$ cat src/rtl/mux_arb_pkg.sv
// Shared constants and helpers for the N-to-1 arbitrated channel selector.
package mux_arb_pkg;

    localparam logic MODE_FIXED = 1'b0;
    localparam logic MODE_RR    = 1'b1;

    function automatic int clog2(input int n);
        int r;
        r = 0;
        while ((1 << r) < n) r++;
        return r;
    endfunction

endpackage

$ cat src/rtl/mux_arb_nx1_rr_pick.sv
// Rotated priority encoder: first requester after ptr, wrapping modulo N.
module rr_pick #(
    parameter int N  = 8,
    parameter int SW = 3
) (
    input  logic [N-1:0]  req,
    input  logic [SW-1:0] ptr,
    output logic [SW-1:0] gnt_idx,
    output logic          gnt_any
);

    // Scan offsets from farthest to nearest so the nearest requester overwrites.
    always_comb begin
        gnt_idx = '0;
        for (int k = N; k >= 1; k--) begin
            for (int i = 0; i < N; i++) begin
                if (req[i] && (i == ((int'(ptr) + k) % N))) begin
                    gnt_idx = SW'(i);
                end
            end
        end
    end

    assign gnt_any = |req;

endmodule

$ cat src/rtl/mux_arb_nx1.sv
// N-to-1 channel selector with fixed or round-robin grant and a one-entry
// registered output stage using valid/ready handshakes.
module mux_arb_nx1
    import mux_arb_pkg::*;
#(
    parameter int  W  = 4,
    parameter int  N  = 8,
    localparam int SW = clog2(N)
) (
    input  logic            CLK,
    input  logic            RST,
    input  logic [N*W-1:0]  A,
    input  logic [N-1:0]    A_VALID,
    output logic [N-1:0]    A_READY,
    input  logic            MODE,
    input  logic [SW-1:0]   S,
    output logic [W-1:0]    OUT,
    output logic            OUT_VALID,
    input  logic            OUT_READY,
    output logic [SW-1:0]   OUT_SEL
);

    logic [W-1:0]  out_q, out_d;
    logic          out_valid_q, out_valid_d;
    logic [SW-1:0] out_sel_q, out_sel_d;
    logic [SW-1:0] ptr_q, ptr_d;

    logic [SW-1:0] rr_idx;
    logic          rr_any;
    logic          fix_hit;
    logic [SW-1:0] grant;
    logic          gvalid;
    logic          load_en;
    logic          xfer;
    logic [W-1:0]  gnt_data;

    rr_pick #(
        .N  (N),
        .SW (SW)
    ) u_rr_pick (
        .req     (A_VALID),
        .ptr     (ptr_q),
        .gnt_idx (rr_idx),
        .gnt_any (rr_any)
    );

    // An out-of-range S matches no channel, so fix_hit stays low.
    always_comb begin
        fix_hit = 1'b0;
        for (int i = 0; i < N; i++) begin
            if (S == SW'(i)) fix_hit = A_VALID[i];
        end
        grant  = rr_idx;
        gvalid = rr_any;
        case (MODE)
            MODE_FIXED: begin
                grant  = S;
                gvalid = fix_hit;
            end
            MODE_RR: begin
                grant  = rr_idx;
                gvalid = rr_any;
            end
            default: ;
        endcase
    end

    assign load_en = !out_valid_q || OUT_READY;
    assign xfer    = load_en && gvalid && !RST;

    always_comb begin
        A_READY  = '0;
        gnt_data = '0;
        for (int i = 0; i < N; i++) begin
            if (grant == SW'(i)) begin
                A_READY[i] = xfer;
                gnt_data   = A[i*W +: W];
            end
        end
    end

    always_comb begin
        out_d       = out_q;
        out_valid_d = out_valid_q;
        out_sel_d   = out_sel_q;
        ptr_d       = ptr_q;
        if (xfer) begin
            out_d       = gnt_data;
            out_valid_d = 1'b1;
            out_sel_d   = grant;
            ptr_d       = grant;
        end else if (OUT_READY) begin
            out_valid_d = 1'b0;
        end
    end

    // PTR resets to N-1 so channel 0 wins the first round-robin search.
    always_ff @(posedge CLK or posedge RST) begin
        if (RST) begin
            out_q       <= '0;
            out_valid_q <= 1'b0;
            out_sel_q   <= '0;
            ptr_q       <= SW'(N - 1);
        end else begin
            out_q       <= out_d;
            out_valid_q <= out_valid_d;
            out_sel_q   <= out_sel_d;
            ptr_q       <= ptr_d;
        end
    end

    assign OUT       = out_q;
    assign OUT_VALID = out_valid_q;
    assign OUT_SEL   = out_sel_q;

endmodule

$ cat config.mk
export PLATFORM = sky130hd
export DESIGN_NAME = mux_arb_nx1
export DESIGN_NICKNAME = d
export VERILOG_FILES = /design/src/rtl/mux_arb_pkg.sv /design/src/rtl/mux_arb_nx1_rr_pick.sv /design/src/rtl/mux_arb_nx1.sv
export SDC_FILE = /design/constraint.sdc
export NUM_CORES = 1
export LEC_CHECK = 0
export ABC_AREA = 1
export BUFFER_PORTS_ARGS = -buffer_cell sky130_fd_sc_hd__buf_2
export CORE_MARGIN = 5
export CORE_UTILIZATION = 40
export CTS_BUF_LIST = sky130_fd_sc_hd__clkbuf_8
export CTS_CLUSTER_SIZE = 12
export DETAILED_ROUTE_END_ITERATION = 10
export PLACE_DENSITY = 0.75
export RECOVER_POWER = 25
export SLEW_MARGIN = 40
export SYNTH_ARGS = -nofsm -noshare
export SYNTH_HDL_FRONTEND = slang
export SYNTH_SLANG_ARGS = --single-unit
$ cat constraint.sdc
create_clock -name CLK -period 4.3 [get_ports CLK]
set_clock_uncertainty 0.15 [all_clocks]
set_input_delay 0.43 -clock CLK [delete_from_list [all_inputs] [get_ports CLK]]
set_output_delay 0.43 -clock CLK [all_outputs]
set_load 0.01 [all_outputs]
## After elaboration in Yosys (flattened, before gate mapping)

Cells that the tools add are included.

- Add/sub/neg operators: 8
- Equal/unequal tests: 70
- Multiplexer cells: 91
- Bitwise logic cells: 9
- Reduce and logical (&&, ||, !) cells: 87

Operator list:

| cell | number |
|---|---|
| $logic_not 32->1 | 7 |
| $mux 3 | 60 |
| $eq 4x4->1 const A | 32 |
| $logic_and 1x1->1 | 65 |
| $eq 3x4->1 const A | 16 |
| $eq 2x4->1 const A | 8 |
| $mux 4 | 8 |
| $eq 3x3->1 const B | 8 |
| $reduce_or 3->1 | 8 |
| $mux 1 | 19 |
| $add 3x3->3 const B | 4 |
| $eq 3x2->1 const B | 4 |
| $and 1x1->1 const A | 8 |
| $reduce_or 8->1 | 1 |
| $add 3x1->3 const B | 2 |
| $add 3x2->3 const B | 2 |
| $eq 3x1->1 const B | 2 |
| $logic_not 3->1 | 2 |
| $pmux 3 s2 | 1 |
| $mux 2 | 2 |
| $logic_not 1->1 | 2 |
| $pmux 1 s2 | 1 |
| $reduce_bool 2->1 | 1 |
| $logic_or 1x1->1 | 1 |
| $not 1->1 | 1 |

- Bits in registers: 11
- Output and inout bits: 16

## Depth between registers and ports, before layout

Gate-level depths: netlist (run 1).

- Word-level depth: 78
- Depth in mapped cells: 70
- Depth with buffers taken out: 70

## By module

Synthesis (run 1) repeated with hierarchy kept, for this count alone.

- Cell total of the unflattened synthesis: 400
- Area total of the unflattened synthesis: 2130.8 µm²

Modules (own cells, without submodules):

| module | times used | cells an instance | area an instance (µm²) | seq. area each (µm²) |
|---|---|---|---|---|
| rr_pick | 1 | 243 | 1087.3 | 0.0 |
| mux_arb_nx1 | 1 | 157 | 1043.5 | 279.0 |

## Least setup slack after synthesis (run 1)

Ideal clock, no wire load.

- Path kind: register to output
- From: register ptr_q[1]
- To: output A_READY[1]
- Arrival: 3.994 ns
- Data required time: 3.720 ns
- Path slack: -0.274 ns
- Cell stages (with the launch flop): 65
- Buffers on the path: 1
- Cell sequence: dfstp_2 -> nand2_1 -> inv_1 -> ha_1 -> nand2_1 -> nand2_1 -> nand2_1 -> nand2_1 -> nand2_1 -> nand2_1 -> nand2_1 -> nand2_1 -> nand2_1 -> nand2_1 -> nand2_1 -> nand2_1 -> nand2_1 -> nand2_1 -> [... 29 more ...] -> nand2_1 -> nand2_1 -> nand2_1 -> nand2_1 -> nand2_1 -> nand2_1 -> nand2_1 -> nand2_1 -> nand2_1 -> nand2_1 -> nand2_1 -> nand2_1 -> nand2_1 -> nand2_2 -> nand2_2 -> nand2_4 -> buf_6 -> nor4_1

- Cells in the longest elaborated chain, start to end: 71
- Elaborated cells on any way between the ends: 216
- Classes of those cells: 8 x add/sub; 57 x eq/ne; 65 x mux; 8 x bitwise; 78 x reduce/logical

RTL lines:

| what | line | source |
|---|---|---|
| start: declaration | mux_arb_nx1.sv:26 | `logic [SW-1:0] ptr_q, ptr_d;` |
| start signal: assignment | mux_arb_nx1.sv:103 | `ptr_q <= SW'(N - 1);` |
| start signal: assignment | mux_arb_nx1.sv:108 | `ptr_q <= ptr_d;` |
| $add 3x1->3 | mux_arb_nx1_rr_pick.sv:17 | `if (req[i] && (i == ((int'(ptr) + k) % N))) begin` |
| $reduce_or 3->1 (no source line) | -- |  |
| $and 1x1->1 (no source line) | -- |  |
| $eq 2x4->1 | mux_arb_nx1_rr_pick.sv:17 |  |
| $logic_and 1x1->1 | mux_arb_nx1_rr_pick.sv:17 |  |
| $mux 1 | mux_arb_nx1_rr_pick.sv:17 |  |
| $mux 2 (2 in a row) | mux_arb_nx1_rr_pick.sv:17 |  |
| $mux 3 (59 in a row) | mux_arb_nx1_rr_pick.sv:17 |  |
| $mux 3 * | mux_arb_nx1_rr_pick.sv:17 |  |
| $pmux 3 s2 * | mux_arb_nx1.sv:55 | `case (MODE)` |
| $eq 3x1->1 * | mux_arb_nx1.sv:75 | `if (grant == SW'(i)) begin` |
| $mux 1 * | mux_arb_nx1.sv:75 |  |
| end: declaration | mux_arb_nx1.sv:14 | `output logic [N-1:0] A_READY,` |

Mark *: on every way between the ends. The rest lies on a longest branch, timed or not.

## Worst setup path in the final report (run 1)

- From: register ptr_q[2]
- To: output A_READY[0]

- Cells in the longest elaborated chain, start to end: 71
- Elaborated cells on any way between the ends: 216
- Classes of those cells: 8 x add/sub; 56 x eq/ne; 65 x mux; 8 x bitwise; 79 x reduce/logical

RTL lines:

| what | line |
|---|---|
| $add 3x1->3 | mux_arb_nx1_rr_pick.sv:17 |
| $reduce_or 3->1 (no source line) | -- |
| $and 1x1->1 (no source line) | -- |
| $eq 2x4->1 | mux_arb_nx1_rr_pick.sv:17 |
| $logic_and 1x1->1 | mux_arb_nx1_rr_pick.sv:17 |
| $mux 1 | mux_arb_nx1_rr_pick.sv:17 |
| $mux 2 (2 in a row) | mux_arb_nx1_rr_pick.sv:17 |
| $mux 3 (59 in a row) | mux_arb_nx1_rr_pick.sv:17 |
| $mux 3 * | mux_arb_nx1_rr_pick.sv:17 |
| $pmux 3 s2 * | mux_arb_nx1.sv:55 |
| $logic_not 3->1 * | mux_arb_nx1.sv:75 |
| $mux 1 * | mux_arb_nx1.sv:75 |

Marked as above.

==> impl_metrics.ini, run 1 <==
[outcome]
status = finished, violations left
violations = setup timing

[global_routing]
grt_overflow_total = 0
grt_pass1_vias = 2847
grt_max_degree = 19
antenna_found_initial = 0
grt_pass1_wl_um = 11700
grt_use_total = 0.2186

[worst_hold_path]
hp-class = primary input to asynchronous set/reset pin

[cells_and_area]
final_common_cell = nand2_1
areaGrowthSynthToFinish_pct = 50.92
antenna-diode-count = 0
final_cell_mix = nand2_1 (159), buf_2 (60), buf_4 (59)
layout.cells.non_filler = 575
drive_gt1_frac = 0.3327
finalNetCount = 558

[timing]
tns_ns = -8.638
fin_ws_ns = -0.7799
rsz0062_at_grt = yes
period_minus_slack_ns = 5.080
relSlewSlack = 0.7145
max_clock_freq_ghz = 0.1969
maxSlewViolCount = 0
finalHoldViolCount = 0
max_slew.worst_pin.slew_ns = 0.4278
fin_crit_sh = 1.181
final-setup-viol-count = 14

[detailed_routing]
ant_nets = 0
wirelength_um = 7097
drc = 0
drtIter0Drc = 193
viasPerCell = 5.155
vias = 2964
wl_per_cell_um = 12.34
firstDrtPassIters = 5

[setup_path]
crit_top_cell = nand2_1
required_ns = 3.72
critPathCaptureType = primary output
slowest_delay_ns = 0.55
critical_path.top_delay_family = simple AND/OR/NAND/NOR gates
crit_arrival_ns = 4.50
path_max_fanout = 5
worst_path_max_delay_cell = dfstp_2
critPathBufInv = 3
worstSetupPathType = register to primary output
start_kind = register

[yosys]
ys_types = 35
synth_area_leader_cell = nand2_1
yosysSeqAreaShare = 0.1409
async_flop_share = 1.000
syn_nets = 441
synthCells = 392
synth_top_area_frac = 0.3127
synth_area_leaders = nand2_1 (31%), inv_1 (11%), dfrtp_1 (10%), nor2_1 (6.6%), nand3_1 (5.8%)
yosysWarnings = 0
syn_avg_cell_area_um2 = 5.053
synth.ff_latch_count = 11
synth_edf_count = 0
ys.flop_type = dfrtp_1
synth_area_um2 = 1981

[cts]
cts-root-buf = clkbuf_8
holdBufCountCts = 0
cts-buffers-inserted = 3
cts_sinks = 11
clk_latency_ns = 0.23
cts-htree-levels = 1
path_clk_slew_ns = 0.05
cts_tree = built
cts_max_path_buffers = 2

[place]
place_hpwl_um = 5614
pre_cts_ws_ns = -0.4871
portBuffers = 62
place_congestion = 0.9743
placedCellCount = 559

[flow_run]
cap_violations = 0

[die]
die_w_um = 80.37
dieHeight_um = 80.37
start_util = 0.4166
die_area_um2 = 6459
core-area_um2 = 4755
placementRows = 25
io_pins = 63

[power]
powerDensity_nw_per_um2 = 763.4
p_leak_nw = 1.753
peakVddDrop_mv = 0.4489
power breakdown:
| group | leakage [nW] | switching, mW | internal (mW) |
|---|---|---|---|
| combinational | 1.60 | 1.13 | 0.860 |
| clock | 0.0269 | 0.0343 | 0.0623 |
| sequential | 0.128 | 0.0334 | 0.162 |
| total | 1.75 | 1.20 | 1.08 |
kinds of logic (layout without fill, tap and decap cells):
logic type,Yosys count,after routing,synth area share
and+or+nand+nor,265,265,0.5717
buffers and inverters,74,190,0.1497
AOI/OAI and AO/OA,40,40,0.1251
DFF,11,11,0.1409
adders and majority gates,2,2,0.01263
Yosys cell counts, types with 2 or more instances:
cell type,count
clkbuf_1,5
nor4_1,3
nor2_2,4
ha_1,2
nand2_2,4
o21ai_0,15
buf_2,6
inv_1,56
a21oi_1,9
nand4_1,16
dfstp_2,3
a41oi_1,2
nand3_1,23
a31oi_1,2
nor2_4,2
inv_2,4
or2_2,2
a22oi_1,4
nor2_1,35
nor3_1,9
nand2_1,165
dfrtp_1,8
per-stage QoR:
| step | instance area, um^2 | power (mW) | hold WS (ns) | util |
|---|---|---|---|---|
| 2_1_floorplan | 2062 | 1.368 | 0.1360 | - |
| 3_3_place_gp | 2784 | 1.938 | 0.2902 | 0.5855 |
| 3_5_place_dp | 2784 | 1.971 | 0.2954 | 0.5855 |
| 4_1_cts | 2915 | 2.171 | 0.05134 | 0.6132 |
| 5_1_grt | 2989 | 2.523 | 0.07272 | 0.6287 |
| 6_report | 2989 | 2.282 | 0.03706 | 0.6287 |
worst reg2reg max path, delay by kind of cell, from the launching register on:
kind	cells	cell delay, ns
buffers and inverters	3	0.36
adder cells (fa/ha/maj)	1	0.14
AND/OR/NAND/NOR	66	3.65
flip-flops	1	0.56
metal layers:
layer  share of wire  GRT usage  vias to the layer above  routed length [um]
met5               0          0                        -                   0
met4           0.029    0.08615                        0                 208
met3           0.078    0.02466                       22                 553
met2            0.48     0.3816                      152                3375
met1            0.42     0.2716                     1309                2959
li1                -          -                     1481                   -
final timing paths:
check                                  end  slack [ns]  startpoint  cells after the start
worst max register to register      OUT[0]       -0.65    ptr_q[0]                     70
worst min register to register  OUT_SEL[0]        0.33  OUT_SEL[0]                      2
worst max-delay path            A_READY[0]       -0.78    ptr_q[2]                     65
min in group CLK                 OUT_VALID        0.24   OUT_READY                      2
worst min-delay path                OUT[1]        0.04         RST                      2
max in group asynchronous         ptr_q[0]        3.63         RST                      2
sequential cells by signal, summed over array words and instances (netlist names):
register / flops
OUT: 4
OUT_VALID: 1
ptr_q: 3
OUT_SEL: 3
final cells by class:
cell class / instances / area, um^2
multi-input combinational: 307 / 1521
inverter: 61 / 231.5
fill: 442 / 1765
sequential: 11 / 279.0
clock buffer: 3 / 41.29
tap: 67 / 83.83
clock inverter: 1 / 3.754
timing repair buffer: 125 / 828.3
what timing repair did:
item	4_1_cts	5_1_grt
setup buffers	7	5
setup endpoints to repair	14	16
pin swaps	8	4
hold endpoints to repair	0	0
resized for setup	8	8
Power figures use the tool's default switching activity.
==> inputs of run 2 (changes only) <==
--- a/config.mk
+++ b/config.mk
@@ -12,9 +12,10 @@
 export CTS_BUF_LIST = sky130_fd_sc_hd__clkbuf_8
 export CTS_CLUSTER_SIZE = 12
 export DETAILED_ROUTE_END_ITERATION = 10
-export PLACE_DENSITY = 0.75
+export PLACE_DENSITY = 0.74
 export RECOVER_POWER = 25
 export SLEW_MARGIN = 40
 export SYNTH_ARGS = -nofsm -noshare
 export SYNTH_HDL_FRONTEND = slang
+export SYNTH_HIERARCHICAL = 1
 export SYNTH_SLANG_ARGS = --single-unit
==> run 2 against run 1 <==
The flow still finishes with violations (setup timing). Register-to-register slack better by 0.04 ns. Maximum frequency is 1.2% lower. Global-route usage is 1.1 points lower. Final area is 5.5% higher. Via count is 1.6% higher. Clock power is 7% higher. Area after synthesis is 7.6% higher. Sequential share of layout area is 0.49 points lower. Die area is 6.6% higher. Sequential cell count stayed put. Critical path depth is 4 lower. Non-clock buffer count is 8 higher.
==> impl_metrics.ini, run 2 <==
[outcome]
status = finished, violations left
violations = setup timing

[detailed_routing]
viasPerCell = 5.076
drc = 0
drtIter0Drc = 259
wirelength_um = 7865
firstDrtPassIters = 5
vias = 3010
ant_nets = 0
wl_per_cell_um = 13.26

[die]
core-area_um2 = 5140
die_area_um2 = 6887
dieHeight_um = 82.99
start_util = 0.4146
io_pins = 63
placementRows = 26
die_w_um = 82.99

[yosys]
syn_nets = 451
synth_mux_area_frac = 0
async_flop_share = 1.000
synth_compound_area_frac = 0.1251
yosysMostFrequentCell = nand2_1
synth_top_area_frac = 0.2748
netlist_top_cells_count = nand2_1 (156), inv_1 (56), nor2_1 (33)
synth.ff_latch_count = 11
synth_xor_area_frac = 0
synth_area_um2 = 2131
yosysWarnings = 6
synth_edf_count = 0
syn_avg_cell_area_um2 = 5.327
yosysSeqAreaShare = 0.1309
synth_area_leaders = nand2_1 (27%), inv_1 (9.9%), dfrtp_1 (9.4%), nor2_1 (5.8%), nand3_1 (5.4%)
ys_types = 31
synth_top_family_by_area = simple AND/OR/NAND/NOR gates
synthAdderAreaFrac = 0.02349
synthSimpleGateAreaFrac = 0.5602
synthCells = 400
ys.flop_type = dfrtp_1
synth_area_leader_cell = nand2_1

[global_routing]
grt_pass1_wl_um = 12340
top_usage_layer = met2
grt_pass1_vias = 2766
grt_overflow_total = 0
grt_use_total = 0.2080
use_met2 = 0.3367
grt_util_met3 = 0.03069
grt_util_met1 = 0.2903
grt_max_degree = 27
antenna_found_initial = 0

[place]
placedCellCount = 573
portBuffers = 62
pre_cts_ws_ns = -0.6309
place_hpwl_um = 5918
place_congestion = 0.9663

[setup_path]
critPathCaptureType = primary output
path_max_fanout = 6
startpoint = ptr_q[2]
rrSetupSlack_ns = -0.61
r2r_start = ptr_q[0]
crit_arrival_ns = 4.56
start_kind = register
worst_path_max_delay_cell = dfstp_2
required_ns = 3.72
crit_top_cell = nand2_1
worstSetupPathType = register to primary output
slowest_delay_ns = 0.59

[cells_and_area]
antenna-diode-count = 0
finalNetCount = 575
drive_gt1_frac = 0.3671
layout.cells.non_filler = 593
areaGrowthSynthToFinish_pct = 47.97
final_common_cell = nand2_1
n_fill_cell = 480
largest_register_ffs = 4
final_core_utilization = 0.6134
final_cell_mix = nand2_1 (152), buf_4 (69), buf_2 (60)

[timing]
timing.hold.ws_ns = 0.03479
max_slew.worst_pin.slew_ns = 0.5684
relSlewSlack = 0.6206
fin_crit_sh = 1.195
final-setup-viol-count = 14
period_minus_slack_ns = 5.140
max_clock_freq_ghz = 0.1946
rsz0062_at_grt = yes
maxSlewViolCount = 0
fin_ws_ns = -0.8399
finalHoldViolCount = 0

[cts]
holdBufCountCts = 0
cts-buffers-inserted = 3
cts-htree-levels = 1
cts_sinks = 11
cts_tree = built
clk_latency_ns = 0.24
cts-root-buf = clkbuf_8
cts_max_path_buffers = 2
path_clk_slew_ns = 0.05

[worst_hold_path]
hp-class = primary input to asynchronous set/reset pin

[power]
p_leak_nw = 1.828
powerDensity_nw_per_um2 = 766.4
peakVddDrop_mv = 0.5086
finalPower_mw = 2.416

[flow_run]
cap_violations = 0
-- run 2: changes by cell type in the layout (fill, tap and decap cells not counted), moves of 3 or more --
cell     delta
buf_4      +10
nand3_2     +9
nand2_1     -7
nand3_1     -7
o21ai_0     +7
a31oi_1     +3
nor2_1      -3
o21ai_1     +3
-- run 2: what timing repair did --
action	4_1_cts	5_1_grt
endpoints found under the hold margin	0	0
buffers inserted	9	8
cloned	0	0
gates resized for setup	15	17
pin swaps	8	14
setup endpoints to repair	14	16
-- run 2: stage by stage --
| step | cell area [um^2] | setup TNS (ns) |
|---|---|---|
| floorplan | 2166 | -0.3815 |
| global placement | 2868 | -5.580 |
| detailed placement | 2868 | -6.645 |
| CTS | 3044 | -8.281 |
| global route | 3153 | -16.13 |
| finish | 3153 | -8.873 |
-- run 2: metal layers --
metal	share of wire	wire length, um
met5	0	0
met4	0.020	154
met3	0.084	662
met2	0.46	3621
met1	0.44	3427
-- run 2: final cells by class --
class	count	area [um^2]	area share
clock inverter	1	5.005	0.001587
sequential	11	279.0	0.08849
timing repair buffer	133	855.8	0.2714
tap	70	87.58	0.02778
multi-input combinational	313	1644	0.5214
clock buffer	3	41.29	0.01310
inverter	62	240.2	0.07619
-- run 2: final timing paths --
check / cells after the start / endpoint
max in group asynchronous: 2 / ptr_q[1]
max: 61 / A_READY[4]
min in group CLK: 2 / OUT_VALID
min: 2 / OUT_VALID
min reg2reg: 2 / OUT_SEL[0]
max reg2reg: 68 / OUT[2]
-- run 2: power by group --
group,internal [mW],switching (mW),total [mW]
clock network,0.0636,0.0389,0.103
logic,0.901,1.20,2.10
registers,0.164,0.0506,0.214
total,1.13,1.29,2.42
-- run 2: worst max-delay path: cells and delay by family, from the launching register on --
family	cells	cell delay, ns
buf+inv	3	0.44
simple gates	57	3.12
flops	1	0.59
fa+ha+maj	1	0.17
-- run 2: kinds of logic (layout without fill, tap and decap cells) --
logic type | count (synthesis) | count (layout)
flip-flops | 11 | 11
AO/OA/AOI/OAI | 48 | 48
adder cells (fa/ha/maj) | 4 | 4
buffers and inverters | 76 | 199
AND/OR/NAND/NOR | 261 | 261
